[config.mk]
export PLATFORM = sky130hd
export DESIGN_NAME = decode_stage
export DESIGN_NICKNAME = d
export VERILOG_FILES = /design/src/rtl/decode_stage.sv
export SDC_FILE = /design/constraint.sdc
export NUM_CORES = 1
export LEC_CHECK = 0
export CORE_AREA = 2 2 152 154
export CTS_CLUSTER_SIZE = 16
export DETAILED_ROUTE_END_ITERATION = 10
export DIE_AREA = 0 0 154 156
export PLACE_DENSITY = 0.68
export REMOVE_ABC_BUFFERS = 1
export SYNTH_ARGS = -nofsm -noshare
export SYNTH_HDL_FRONTEND = slang
export SYNTH_SLANG_ARGS = --single-unit
export TNS_END_PERCENT = 20
[constraint.sdc]
create_clock -name clk -period 3.8 [get_ports clk]
set_clock_uncertainty 0.05 [all_clocks]
set_input_delay 0.38 -clock clk [delete_from_list [all_inputs] [get_ports clk]]
set_output_delay 0.38 -clock clk [all_outputs]
set_load 0.005 [all_outputs]
[src/rtl/decode_stage.sv]
// decode_stage: MIPS32 instruction-decode stage with MEM/WB operand bypass,
// RAW hazard detection that stalls IF, and the registered ID/EX pipeline latch.
// Latency: one cycle from a decoded IF/ID instruction to valid ex_* outputs.
// Backpressure: id_stall asks IF to hold; a bubble is latched while stalled or flushed.
//
// Ports:
//   clk, rst                   clock, asynchronous active-high reset
//   if_valid/if_instr/if_pc    IF/ID latch contents
//   flush                      kill the instruction in ID (redirect)
//   id_stall                   IF must hold if_* next cycle
//   rf_addr_1/2, rf_data_1/2   register-file read ports (rs/rt), combinational data
//   mem_*                      MEM-stage status, destination and ALU result
//   wb_*                       WB-stage write (same value being written to the RF)
//   ex_*                       ID/EX latch outputs

module decode_stage (
    input  logic        clk,
    input  logic        rst,
    input  logic        if_valid,
    input  logic [31:0] if_instr,
    input  logic [31:0] if_pc,
    input  logic        flush,
    output logic        id_stall,
    output logic [4:0]  rf_addr_1,
    output logic [4:0]  rf_addr_2,
    input  logic [31:0] rf_data_1,
    input  logic [31:0] rf_data_2,
    input  logic        mem_valid,
    input  logic        mem_reg_write,
    input  logic        mem_mem_read,
    input  logic [4:0]  mem_dest,
    input  logic [31:0] mem_data,
    input  logic        wb_valid,
    input  logic        wb_reg_write,
    input  logic [4:0]  wb_dest,
    input  logic [31:0] wb_data,
    output logic        ex_valid,
    output logic        ex_reg_write,
    output logic        ex_mem_read,
    output logic [31:0] ex_pc,
    output logic [31:0] ex_instr,
    output logic [31:0] ex_rs_val,
    output logic [31:0] ex_rt_val,
    output logic [31:0] ex_imm,
    output logic [4:0]  ex_dest
);

    logic [5:0]  w_op;
    logic [4:0]  w_rs;
    logic [4:0]  w_rt;
    logic [4:0]  w_rd;
    logic        w_uses_rs;
    logic        w_uses_rt;
    logic        w_writes;
    logic [4:0]  w_dest;
    logic        w_reg_write;
    logic        w_mem_read;
    logic [31:0] w_imm;
    logic [31:0] w_rs_val;
    logic [31:0] w_rt_val;
    logic        w_haz_ex;
    logic        w_haz_mem;
    logic        w_advance;

    logic        r_valid;
    logic        r_reg_write;
    logic        r_mem_read;
    logic [31:0] r_pc;
    logic [31:0] r_instr;
    logic [31:0] r_rs_val;
    logic [31:0] r_rt_val;
    logic [31:0] r_imm;
    logic [4:0]  r_dest;

    assign w_op = if_instr[31:26];
    assign w_rs = if_instr[25:21];
    assign w_rt = if_instr[20:16];
    assign w_rd = if_instr[15:11];

    assign rf_addr_1 = w_rs;
    assign rf_addr_2 = w_rt;

    // Opcode classification: which sources are read and where the result goes.
    always_comb begin
        w_uses_rs = 1'b1;
        w_uses_rt = 1'b0;
        w_writes  = 1'b0;
        w_dest    = 5'd0;
        case (w_op)
            6'h00: begin
                w_uses_rt = 1'b1;
                w_writes  = 1'b1;
                w_dest    = w_rd;
            end
            6'h02: w_uses_rs = 1'b0;
            6'h03: begin
                w_uses_rs = 1'b0;
                w_writes  = 1'b1;
                w_dest    = 5'd31;
            end
            6'h04, 6'h05, 6'h2B: w_uses_rt = 1'b1;
            6'h08, 6'h09, 6'h0A, 6'h0B, 6'h0C, 6'h0D, 6'h0E, 6'h23: begin
                w_writes = 1'b1;
                w_dest   = w_rt;
            end
            6'h0F: begin
                w_uses_rs = 1'b0;
                w_writes  = 1'b1;
                w_dest    = w_rt;
            end
            default: ;
        endcase
    end

    assign w_reg_write = w_writes && (w_dest != 5'd0);
    assign w_mem_read  = (w_op == 6'h23);
    assign w_imm       = {{16{if_instr[15]}}, if_instr[15:0]};

    // Operand resolution: $0 is hard zero, then the younger MEM result beats WB,
    // which beats the register file (its write only lands at the clock edge).
    // Sources the instruction does not read pass the raw register-file value.
    always_comb begin
        w_rs_val = rf_data_1;
        if (w_uses_rs) begin
            if (w_rs == 5'd0)
                w_rs_val = 32'd0;
            else if (mem_valid && mem_reg_write && mem_dest == w_rs)
                w_rs_val = mem_data;
            else if (wb_valid && wb_reg_write && wb_dest == w_rs)
                w_rs_val = wb_data;
        end
    end

    always_comb begin
        w_rt_val = rf_data_2;
        if (w_uses_rt) begin
            if (w_rt == 5'd0)
                w_rt_val = 32'd0;
            else if (mem_valid && mem_reg_write && mem_dest == w_rt)
                w_rt_val = mem_data;
            else if (wb_valid && wb_reg_write && wb_dest == w_rt)
                w_rt_val = wb_data;
        end
    end

    // A producer still in EX has no result yet; a load in MEM has no data until WB.
    assign w_haz_ex = r_valid && r_reg_write && (r_dest != 5'd0) &&
                      ((w_uses_rs && r_dest == w_rs) || (w_uses_rt && r_dest == w_rt));
    assign w_haz_mem = mem_valid && mem_reg_write && mem_mem_read && (mem_dest != 5'd0) &&
                       ((w_uses_rs && mem_dest == w_rs) || (w_uses_rt && mem_dest == w_rt));

    // flush wins over stall: the killed instruction must not hold IF.
    assign id_stall  = if_valid && !flush && (w_haz_ex || w_haz_mem);
    assign w_advance = if_valid && !flush && !id_stall;

    always_ff @(posedge clk or posedge rst) begin
        if (rst) begin
            r_valid     <= 1'b0;
            r_reg_write <= 1'b0;
            r_mem_read  <= 1'b0;
            r_pc        <= 32'd0;
            r_instr     <= 32'd0;
            r_rs_val    <= 32'd0;
            r_rt_val    <= 32'd0;
            r_imm       <= 32'd0;
            r_dest      <= 5'd0;
        end else if (w_advance) begin
            r_valid     <= 1'b1;
            r_reg_write <= w_reg_write;
            r_mem_read  <= w_mem_read;
            r_pc        <= if_pc;
            r_instr     <= if_instr;
            r_rs_val    <= w_rs_val;
            r_rt_val    <= w_rt_val;
            r_imm       <= w_imm;
            r_dest      <= w_dest;
        end else begin
            // Bubble: every latch field is zeroed, not just the valid bit.
            r_valid     <= 1'b0;
            r_reg_write <= 1'b0;
            r_mem_read  <= 1'b0;
            r_pc        <= 32'd0;
            r_instr     <= 32'd0;
            r_rs_val    <= 32'd0;
            r_rt_val    <= 32'd0;
            r_imm       <= 32'd0;
            r_dest      <= 5'd0;
        end
    end

    assign ex_valid     = r_valid;
    assign ex_reg_write = r_reg_write;
    assign ex_mem_read  = r_mem_read;
    assign ex_pc        = r_pc;
    assign ex_instr     = r_instr;
    assign ex_rs_val    = r_rs_val;
    assign ex_rt_val    = r_rt_val;
    assign ex_imm       = r_imm;
    assign ex_dest      = r_dest;

endmodule

==> run_results.csv, run 1 <==
group,metric,value,unit
clocking,cts.sinks,136,
grt,grt_antenna_before_repair,0,
floorplan,die_x,154,um
synthesis,synth.area.top_cells,"dfrtp_1, nand2_1, and2_1",
synthesis,yosysSeqAreaShare,49.81,%
final_layout,fill_cells,2114,
grt,gr-total-overflow,0,
clocking,clock_path_buffers,2,
clocking,cts_root_buf,"clkbuf_16",
detailed_routing,viasPerCell,4.878,
detailed_routing,antenna_left,0,
floorplan,die-area,0.02402,mm^2
critical_path,path_max_fanout,6,
final_layout,multi_input_area,0.002874,mm^2
clocking,post_cts_buffers,0,
place,post-dp-hpwl,18.66,mm
critical_path,reg2reg_from,"ex_dest[1]",
synthesis,synth_top_area_share,49.81,%
detailed_routing,drt-total-wl,26.68,mm
detailed_routing,drt_iter0_drc,377,
pwr,irDropWorstVdd,0.2475,mV
critical_path,rrSetupSlack,1.32,ns
detailed_routing,wl_per_cell,19.41,um
grt,grtUsageMet3,5.222,%
critical_path,timing.rr.end,"ex_rt_val[2]",
pwr,p_leak,4.755,nW
critical_path,crit_path_start,"if_instr[23]",
clocking,cts_tree,"yes",
clocking,ctsHoldBuffers,0,
synthesis,ys_warn_count,0,
clocking,clkLatencyLatePin,0.42,ns
place,port_buffers,389,
floorplan,die_height,156,um
floorplan,io-pin-count,390,
grt,grt_usage,22.27,%
final_layout,design_area,0.01126,mm^2
final_layout,nets,1288,
clocking,numCtsBuffers,17,
clocking,clkTransAtPathRegs,0.07,ns
synthesis,yosys_register_bits,136,
synthesis,synth_edf_count,0,
sta,fin_crit_sh,84.63,%
final_layout,layout.cells.most_common,"clkdlybuf4s50_1",
critical_path,critPathKind,"in -> out",
sta,slew_headroom,35.41,%
grt,first_global_vias,6894,
min_path,min_path_type,"in -> async",
final_layout,antenna_cells,0,
pwr,p_per_area,336.1,mW/mm^2
synthesis,netlist_area,0.006833,mm^2
detailed_routing,firstDrtPassIters,5,
detailed_routing,drc_errors,0,
sta,tns,0,ns
grt,busiest_layer,"met2",
critical_path,worstPathArrival,2.79,ns
synthesis,syn_inst,748,
place,placed_area,0.01070,mm^2
grt,use_met1,28.33,%
clocking,cts_resized,0,
place,place.gp.congestion,0.8573,
synthesis,synth_top_cell_by_area,"dfrtp_1",
clocking,h-tree-depth,4,
critical_path,r2r_cells,7,
sta,rsz0062_at_grt,"false",
floorplan,start_util,30.55,%
sta,fmax,0.3110,GHz
floorplan,coreArea,0.02237,mm^2
critical_path,cp.required,3.37,ns
outcome,status,"complete, no violations",
sta,hold_violations,0,
grt,grt_use_met2,37.63,%
critical_path,crit_path_end_kind,"primary output",
detailed_routing,num_vias,6707,
synthesis,async_flop_share,100.0,%
sta,setup_viol,0,
synthesis,synth-main-ff-cell,"dfrtp_1",
synthesis,synth.distinct_cells,35,
sta,worstMarginPinSlew,0.9678,ns
sta,maxSlewViolCount,0,
run,maxCapViolCount,0,
sta,period_needed,3.216,ns
floorplan,std_cell_rows,55,
final_layout,layout_common_cells,"clkdlybuf4s50_1, nand2_1, dfrtp_1, a21oi_1, and2_1",
critical_path,endpoint,"id_stall",
critical_path,startpoint_type,"primary input",
synthesis,postSynthAreaPerCell,9.135,um^2
final_layout,drive_above_1_share,5.321,%
grt,grt_start_max_net_pins,73,
final_layout,area_growth,64.86,%
grt,grt_pass1_wl,40.81,mm
final_layout,area.sequential,0.003403,mm^2
-- synth_stat cells (4+ instances only) --
master,n
xor2_1,15
a21o_1,32
buf_6,7
a221oi_1,6
nor3_1,8
xnor2_1,15
nand3_1,37
and2_1,63
a21oi_1,67
buf_2,15
dfrtp_1,136
a311o_1,32
or4_1,4
nor2_1,45
nand2_1,164
clkbuf_1,32
buf_4,42
-- where the power goes --
group | internal, mW | switching (mW) | total [mW]
sequential | 1.50 | 0.0222 | 1.53
combinational | 0.390 | 0.258 | 0.648
clock | 0.865 | 0.747 | 1.61
-- flip-flops by register name, indices dropped and copies added, names as in the netlist --
signal,count
ex_pc,32
ex_rs_val,32
ex_rt_val,32
ex_imm,16
ex_instr,16
ex_dest,5
ex_mem_read,1
ex_reg_write,1
ex_valid,1
-- cell type report --
class	instances	area share, %
Timing Repair Buffer	406	35.92
Sequential cell	136	30.21
Multi-Input combinational cell	513	25.51
Clock buffer	18	3.810
Tap cell	285	3.166
Clock inverter	14	1.188
Inverter	3	0.1888
-- layer usage --
layer	vias up	share of wire (%)	routed length, um
met2	265	50	13450
met3	33	6.2	1645
li1	3127	-	-
met1	3282	42	11170
met4	0	1.6	420
met5	-	0	0
-- logic make-up after synthesis --
group / Yosys count / share of synthesized area [%]
xor+xnor: 30 / 3.846
compound gates: 146 / 14.94
simple gates: 337 / 22.54
flops: 136 / 49.81
buf+inv: 99 / 8.863
-- stage by stage --
step                      hold WS (ns)  utilization, %  instances  setup slack, ns  total power, mW
after floorplan                 0.4539               -        652          -0.2695            1.719
after global placement          0.8473           47.85       1343           0.5932            2.199
after detailed placement        0.8511           47.85       1343           0.5830            2.205
after CTS                       0.3799           50.37       1375           0.5834            3.836
after global routing            0.4258           50.37       1375           0.3414            3.944
final                           0.3490           50.37       1375           0.5842            3.786
-- worst max-delay path: stages --
cell,delay [ns]
clkdlybuf4s50_1,0.63
xor2_1,0.26
nor3_1,0.35
nand3_1,0.12
o22ai_1,0.25
a21oi_1,0.10
nor2_1,0.17
clkdlybuf4s50_1,0.53
-- how the worst min path moves through the flow --
stage,startpoint,slack [ns],end
3_5_place_dp,rst,0.85,ex_pc[12]
2_1_floorplan,if_instr[28],0.45,ex_instr[28]
3_3_place_gp,rst,0.85,ex_imm[2]
5_1_grt,rst,0.43,ex_pc[12]
6_report,rst,0.35,ex_pc[12]
4_1_cts,rst,0.38,ex_pc[12]
(Power assumes the default switching activity.)
==> run 2, diff against run 1 <==
PLACE_DENSITY = 0.66   (was 0.68)
clock period = 3.05 ns   (was 3.8 ns; I/O delays follow)
==> run 2 against run 1 <==
Global-route usage is 0.087 points lower. Core utilization is 0.83 points higher. Critical path type is now reg -> out. Power is 29% higher. Final area is 1.7% higher. Sequential share of layout area is 0.46 points lower. Flip-flop and latch count stayed put.
==> run_results.csv, run 2 (synthesized netlist as in run 1, its figures left out) <==
group,metric,value,unit
clocking,post_cts_buffers,0,
pwr,p_total,4.865,mW
sta,fmax,0.3473,GHz
sta,maxSlewViolCount,0,
floorplan,coreArea,0.02237,mm^2
clocking,numCtsBuffers,17,
grt,gr-total-overflow,0,
critical_path,crit_path_end_kind,"primary output",
final_layout,nets,1299,
floorplan,die_height,156,um
clocking,cts_root_buf,"clkbuf_16",
critical_path,worst-path-buf-inv,1,
critical_path,rrSetupSlack,0.61,ns
final_layout,final_cells,1387,
final_layout,multi_input_area,0.002878,mm^2
sta,period_needed,2.879,ns
detailed_routing,drt_iter0_drc,522,
floorplan,die_x,154,um
detailed_routing,antenna_left,0,
outcome,status,"complete, no violations",
critical_path,critPathKind,"reg -> out",
critical_path,reg2reg_from,"ex_dest[1]",
place,place.gp.congestion,0.8336,
critical_path,startpoint_type,"flop",
grt,grt_pass1_wl,40.57,mm
critical_path,cp.required,2.69,ns
final_layout,area_growth,67.59,%
floorplan,start_util,30.55,%
floorplan,io-pin-count,390,
detailed_routing,wl_per_cell,19.37,um
detailed_routing,firstDrtPassIters,5,
clocking,h-tree-depth,4,
grt,grt_antenna_before_repair,2,
grt,first_global_vias,6784,
critical_path,path_max_fanout,4,
place,dpl.cell_count,1354,
sta,fin_crit_sh,94.40,%
pwr,p_leak,4.844,nW
critical_path,timing.rr.end,"ex_instr[24]",
sta,slew_headroom,51.63,%
sta,hold_violations,0,
detailed_routing,num_vias,6754,
place,port_buffers,389,
critical_path,cp.depth,7,
run,maxCapViolCount,0,
final_layout,layout_common_cells,"clkdlybuf4s50_1, nand2_1, dfrtp_1, a21oi_1, and2_1",
clocking,clock_path_buffers,2,
clocking,cts_tree,"yes",
critical_path,worstPathArrival,2.52,ns
critical_path,r2r_cells,7,
sta,rsz0062_at_grt,"false",
critical_path,crit_chain,"or4_1 -> o211ai_1 -> or4_1 -> a21oi_1 -> a21oi_1 -> nor2_1 -> clkdlybuf4s50_1",
detailed_routing,drt-total-wl,26.86,mm
floorplan,die-area,0.02402,mm^2
final_layout,fill_cells,2089,
grt,grt_usage,22.19,%
final_layout,drive_above_1_share,6.630,%
sta,worstMarginPinSlew,0.7201,ns
clocking,cts.sinks,136,
sta,setup_viol,0,
pwr,irDropWorstVdd,0.2959,mV
place,post-dp-hpwl,18.78,mm
critical_path,slowest_stage,"or4_1",
critical_path,cp_top_family,"simple AND/OR/NAND/NOR gates",
min_path,min_path_type,"in -> async",
floorplan,std_cell_rows,55,
grt,grt_start_max_net_pins,66,
pwr,p_per_area,424.9,mW/mm^2
detailed_routing,drc_errors,0,
clocking,clkTransAtPathRegs,0.07,ns
detailed_routing,viasPerCell,4.870,
final_layout,layout.cells.most_common,"clkdlybuf4s50_1",
critical_path,slowest_delay,0.54,ns
clocking,clkLatencyLatePin,0.43,ns
final_layout,area.sequential,0.003407,mm^2
[run 2: cell types whose count changed in the layout (fill, tap and decap cells not counted), sizes merged]
| cell | change |
|---|---|
| diode | +1 |
| clkinv | -1 |
| clkinvlp | -1 |
| bufinv | +2 |
| buf | +11 |
[run 2: worst max-delay path by stage]
stage	from	endpoint	slack, ns
final	ex_dest[1]	id_stall	0.17
after global routing	ex_dest[1]	id_stall	0.003
after CTS	ex_dest[3]	id_stall	0.13
after detailed placement	if_instr[17]	id_stall	0.20
after global placement	if_instr[17]	id_stall	0.22
after floorplan	rst	ex_dest[0]	-0.94
[run 2: per-stage QoR]
stage	TNS [ns]	hold WS [ns]	area, um^2	setup slack, ns	util (%)
2_1_floorplan	-187.00	0.3789	6243	-0.9445	-
3_3_place_gp	0	0.7098	10850	0.2247	48.51
3_5_place_dp	0	0.7402	10850	0.1985	48.51
4_1_cts	0	0.2728	11440	0.1305	51.17
5_1_grt	0	0.3008	11450	0.002904	51.19
6_report	0	0.2726	11450	0.1707	51.20
[run 2: metal layers]
| layer | vias to the layer above | global-route usage (%) | wire length [um] |
|---|---|---|---|
| li1 | 3157 | - | - |
| met3 | 41 | 4.861 | 1706 |
| met4 | 2 | 7.744 | 533 |
| met2 | 309 | 37.80 | 13720 |
| met1 | 3245 | 27.88 | 10890 |
| met5 | - | 0 | 18 |
[run 2: repair_timing]
| action | CTS | global route |
|---|---|---|
| resized for setup | 0 | 4 |
| endpoints found under the hold margin | 0 | 0 |
| setup endpoints to repair | 0 | 1 |
| hold buffers | 0 | 0 |
[run 2: final cells by class]
class | count | share of cell area (%)
antenna | 1 | 0.02185
clock inverter | 14 | 1.442
inverter | 3 | 0.1858
sequential | 136 | 29.75
clock buffer | 18 | 3.748
tap | 285 | 3.114
timing repair buffer | 417 | 36.60
multi-input combinational | 513 | 25.13
[run 2: worst reg2reg max path: stages, from the launching register on]
cell and delay (ns):
dfrtp_1 0.43, or4_1 0.53, o211ai_1 0.23, or4_1 0.16
a21oi_1 0.08, a211o_2 0.38, clkinv_4 0.29, and2_1 0.23
[run 2: power breakdown]
part           switching, mW  total [mW]  internal, mW
Sequential            0.0289        1.90          1.87
Combinational          0.324       0.824         0.500
Clock                  0.908        2.14          1.23
Total                   1.26        4.87          3.60
